[src/rtl/fabric_arbiter.sv]
// -----------------------------------------------------------------------------
// fabric_arbiter
//
// Round-robin arbiter between the eight input-port FIFOs and switch_fabric.
// Each cycle it grants at most one non-empty input whose head-of-line
// destination can take a word. The granted FIFO pops at the end of the grant
// cycle. Words with an invalid destination (addr bit 3 set) are always
// grantable, are discarded downstream, and are counted in drop_cnt.
//
// Ports:
//   clk      - sole clock, rising edge
//   rst      - asynchronous active-high reset
//   req      - req[i]=1 when input FIFO i is non-empty
//   addr     - head-of-line destination per FIFO; bit 3 set = invalid
//   full     - full[d]=1 when output queue d cannot accept a word
//   hold     - blocks new grants while high
//   grant    - registered one-hot (or zero) grant, drives switch_fabric.grant
//   pop      - copy of grant, pops the granted input FIFO
//   drop_cnt - saturating count of granted words with an invalid destination
// -----------------------------------------------------------------------------
module fabric_arbiter #(
  parameter int CNT_W = 16
) (
  input  logic             clk,
  input  logic             rst,
  input  logic [7:0]       req,
  input  logic [3:0]       addr [7:0],
  input  logic [7:0]       full,
  input  logic             hold,
  output logic [7:0]       grant,
  output logic [7:0]       pop,
  output logic [CNT_W-1:0] drop_cnt
);

  logic [2:0] ptr;
  logic [2:0] last_dst;
  logic       last_dst_v;

  logic [7:0] elig_p0;
  logic [7:0] inv_p0;
  logic       win_vld_p0;
  logic [2:0] win_idx_p0;
  logic [2:0] scan_idx_p0;
  logic       drop_hit_p0;

  function automatic logic [CNT_W-1:0] sat_inc(input logic [CNT_W-1:0] v);
    sat_inc = (&v) ? v : v + 1'b1;
  endfunction

  // Stage p0: eligibility and round-robin selection from current-cycle inputs
  always_comb begin
    elig_p0 = '0;
    inv_p0  = '0;
    for (int i = 0; i < 8; i++) begin
      inv_p0[i] = addr[i][3];
      // A port being granted now is excluded: its FIFO head is stale until
      // the pop lands. The last_dst guard covers the one-push lag of full.
      elig_p0[i] = req[i] & ~grant[i] &
                   (addr[i][3] |
                    (~full[addr[i][2:0]] &
                     (~last_dst_v | (last_dst != addr[i][2:0]))));
    end
  end

  always_comb begin
    win_vld_p0  = 1'b0;
    win_idx_p0  = '0;
    scan_idx_p0 = '0;
    for (int k = 0; k < 8; k++) begin
      scan_idx_p0 = ptr + 3'(k);
      if (!win_vld_p0 && elig_p0[scan_idx_p0]) begin
        win_vld_p0 = 1'b1;
        win_idx_p0 = scan_idx_p0;
      end
    end
  end

  // The word granted in the current cycle is consumed at this edge.
  assign drop_hit_p0 = |(grant & inv_p0);

  // Stage p1: registered grant and arbitration state
  always_ff @(posedge clk or posedge rst) begin
    if (rst) begin
      grant      <= '0;
      ptr        <= '0;
      last_dst   <= '0;
      last_dst_v <= 1'b0;
      drop_cnt   <= '0;
    end else begin
      if (drop_hit_p0) begin
        drop_cnt <= sat_inc(drop_cnt);
      end
      if (!hold && win_vld_p0) begin
        grant      <= 8'b1 << win_idx_p0;
        ptr        <= win_idx_p0 + 3'd1;
        last_dst   <= addr[win_idx_p0][2:0];
        last_dst_v <= ~addr[win_idx_p0][3];
      end else begin
        grant      <= '0;
        last_dst_v <= 1'b0;
      end
    end
  end

  assign pop = grant;

endmodule

[config.mk]
export PLATFORM = sky130hd
export DESIGN_NAME = fabric_arbiter
export DESIGN_NICKNAME = d
export VERILOG_FILES = /design/src/rtl/fabric_arbiter.sv
export SDC_FILE = /design/constraint.sdc
export NUM_CORES = 1
export LEC_CHECK = 0
export ABC_AREA = 1
export CAP_MARGIN = 20
export CORE_ASPECT_RATIO = 0.7
export CORE_UTILIZATION = 30
export DETAILED_ROUTE_END_ITERATION = 12
export MAX_ROUTING_LAYER = met4
export PLACE_DENSITY = 0.63
export SETUP_SLACK_MARGIN = 0.15
export SYNTH_ARGS = -nofsm -noshare
export SYNTH_HDL_FRONTEND = slang
export SYNTH_SLANG_ARGS = --single-unit
[constraint.sdc]
create_clock -name clk -period 3.8 [get_ports clk]
set_input_delay 0.76 -clock clk [delete_from_list [all_inputs] [get_ports clk]]
set_output_delay 0.76 -clock clk [all_outputs]
set_load 0.005 [all_outputs]
==> results.ini <==
[synth]
synthArstFlopShare_pct = 100
synth.cell_area_sq_um = 3700
ys.flop_type = dfrtp_1
synth_common_cells = 210 x nand2_1, 127 x nand3_1, 54 x nor2_1
synthCells = 619
yosysWarnings = 0
yosysTopAreaCell = nand2_1
synthMuxAreaShare_pct = 0.304
synth_edf_count = 0
yosysMostFrequentCell = nand2_1
ys_ff_latch = 31
yosysUniqueCellTypes = 40
yosys.area.top_type_share_pct = 21.3
synth_area_leaders = nand2_1 21%, dfrtp_1 21%, nand3_1 17%
synth_top_family_by_area = simple AND/OR/NAND/NOR gates
synthAdderAreaFrac_pct = 3.04
synth-compound-area-share_pct = 3.99
syn-mean-instance-area_sq_um = 5.99
synth-simple-area-share_pct = 55.8
synth_xor_area_share_pct = 4.02
seq_area_frac_synth_pct = 20.9
syn_nets = 679

[timing]
fmax_mhz = 285
finClkSkew_ps = 5.83
finalMaxSlewViolations = 0
min_period_ps = 3510
slew-limit-headroom_pct = 65.8
holdWs_ps = 496
final.period_utilization_pct = 92.4
finalHoldViolCount = 0
finalSetupViolCount = 0
worst_slew_pin_slew_ps = 513
rsz0062_at_grt = false

[global_route]
antenna_found_initial = 0
grt.overflow.total = 0
grt_max_degree = 32
grt_pass1_wl_microns = 21300
grt_pass1_vias = 4139
track_usage_pct = 22.0

[power_and_ir_drop]
pwr-share-clk_pct = 8.4
power_w = 0.00520
swShare_pct = 53.5
power_frac_comb_pct = 81.0
p_switching_w = 0.00278
power.share.sequential_pct = 10.6
p_leak_nw = 2.88
powerDensity_nw_per_um2 = 935
p_int_w = 0.00241
ir_drop_mv = 0.431

[worst_setup_path]
cp-start-kind = primary input
r2r-start = last_dst[0]
cp.arrival_ps = 3660
cp-startpoint = addr[6]
critPathMaxFanout = 6
r2r-end = ptr[2]
worstSetupPathType = primary input to flop
critPathCapture = ptr[2]
reg2reg_slack_ps = 600
endpoint_kind = flop
required_ps = 3940
r2r_cells = 21

[clock_network]
cts.sinks = 31
clockBufferDepth = 2
numCtsBuffers = 5
cts_tree = built
cts_htree_levels = 2
cts_hold_buf = 0
cts-root-buf = clkbuf_16
clk-insertion-delay-late_ps = 270
clkTransAtPathRegs_ps = 50

[routing]
via_count = 4580
vias_per_cell = 5.12
wl_per_cell_microns = 15.4
ant_nets = 0
drtIter0Drc = 417
finalWirelength_microns = 13800
drtPass1Iterations = 4
drc_errors = 0

[finish]
nFillCells = 1172
drive_above_1_share_pct = 20.7
fin_nets = 798
diodes = 0
multi_input_area_sq_um = 2780
synthToLayoutAreaGrowth_pct = 49.9
seq_area_sq_um = 776

[status]
outcome = finished, final reports clean

[floorplan]
die_w_microns = 135
die_y_microns = 95.0
initial_core_util_pct = 31.3
core_sq_um = 11900
die_area_sq_um = 12800
rows = 33
pin_count = 83

[placement]
place.gp.congestion = 0.914
dp_hpwl_microns = 10700
portBuffers = 82

[run]
cap_violations = 0

[worst_hold_path]
holdCritPathClass = flop to flop

area by class of cell:
class	instances	share of cell area, %
clock buffer	6	2.32
clock inverter	1	0.541
inverter	65	4.44
multi-input combinational	495	50.1
sequential	31	14.0
tap	157	3.54
timing repair buffer	140	25.1
cell families (layout without fill, tap and decap cells):
kind of cell / count (synthesis) / after routing
compound gates: 24 / 25
fa+ha+maj: 9 / 9
buf+inv: 94 / 212
mux: 1 / 1
simple gates: 443 / 443
xor+xnor: 17 / 17
flops: 31 / 31
stage by stage:
step	setup slack, ps	instance area (sq um)	instances	utilization [%]	setup TNS [ps]
floorplan	653	3700	619	-	0
global placement	-136	5010	883	42.3	-911
detailed placement	-198	5010	883	42.3	-1320
CTS	175	5160	890	43.6	0
global route	147	5550	895	46.9	0
finish	288	5550	895	46.9	0
cells in the final DEF, fill, tap and decap left out, types with 5 or more instances in the layout:
cell               n
inv_2             12
o21ai_0            8
buf_4             49
clkbuf_16          5
dlymetal6s2s_1    23
xnor2_1            9
nand2_2           17
nand3_4           12
dfrtp_1           31
buf_12             6
ha_1               8
nand3_2           27
clkdlybuf4s50_1   55
nor2_1            52
nand3b_1           8
nor3_1             8
a21oi_1            5
nand2_1          199
inv_1             50
xor2_1             8
nand3_1           99
timing repair:
| action | in CTS | in global routing |
|---|---|---|
| pin swaps | 0 | 21 |
| setup endpoints to repair | 1 | 14 |
| buffers inserted | 0 | 4 |
| hold endpoints to repair | 0 | 0 |
| resized for setup | 4 | 84 |
| gates cloned | 0 | 1 |
metal layers:
metal | part of all wire [%] | GRT usage (%) | up-vias
li1 | - | - | 2221
met1 | 48 | 30.4 | 2146
met2 | 43 | 32.9 | 197
met3 | 7.8 | 4.46 | 16
met4 | 0.81 | 4.59 | 0
met5 | 0 | - | -
state kept, by name, indices dropped and copies added (netlist names):
| name | cells |
|---|---|
| grant | 8 |
| drop_cnt | 16 |
| last_dst_v | 1 |
| last_dst | 3 |
| ptr | 3 |
worst min path at each step:
stage          slack (ps)          from      endpoint  depth (start not counted)
2_1_floorplan         470   last_dst[2]   last_dst[2]                          2
3_3_place_gp          480   last_dst[2]   last_dst[2]                          2
3_5_place_dp          490   drop_cnt[4]   drop_cnt[4]                          1
4_1_cts               500   drop_cnt[4]   drop_cnt[4]                          1
5_1_grt               520  drop_cnt[14]  drop_cnt[14]                          1
6_report              500   drop_cnt[4]   drop_cnt[4]                          1
power by group through the flow:
stage                     sequential (W)  clock, W  combinational [W]
after detailed placement        0.000549         0            0.00381
after global placement          0.000548         0            0.00381
after floorplan                 0.000485         0            0.00267
final                           0.000550  0.000436            0.00421
after CTS                       0.000547  0.000450            0.00382
after global routing            0.000565  0.000456            0.00466
worst max-delay path, stage by stage:
cell             delay, ps
clkdlybuf4s50_1        560
nor2_1                  80
nor2_1                 130
nand2_1                 70
nand3_1                110
nand2_2                 90
nand3_2                110
nand3_1                120
nand2_2                120
nand2_1                 70
nand2_2                120
nand4_4                150
nor2_8                 200
nand3_4                140
nor2_4                 180
nor2_4                  60
ha_2                   180
ha_1                   260
nand2_1                 60
o21ai_0                 80
Power figures use the tool's default switching activity.
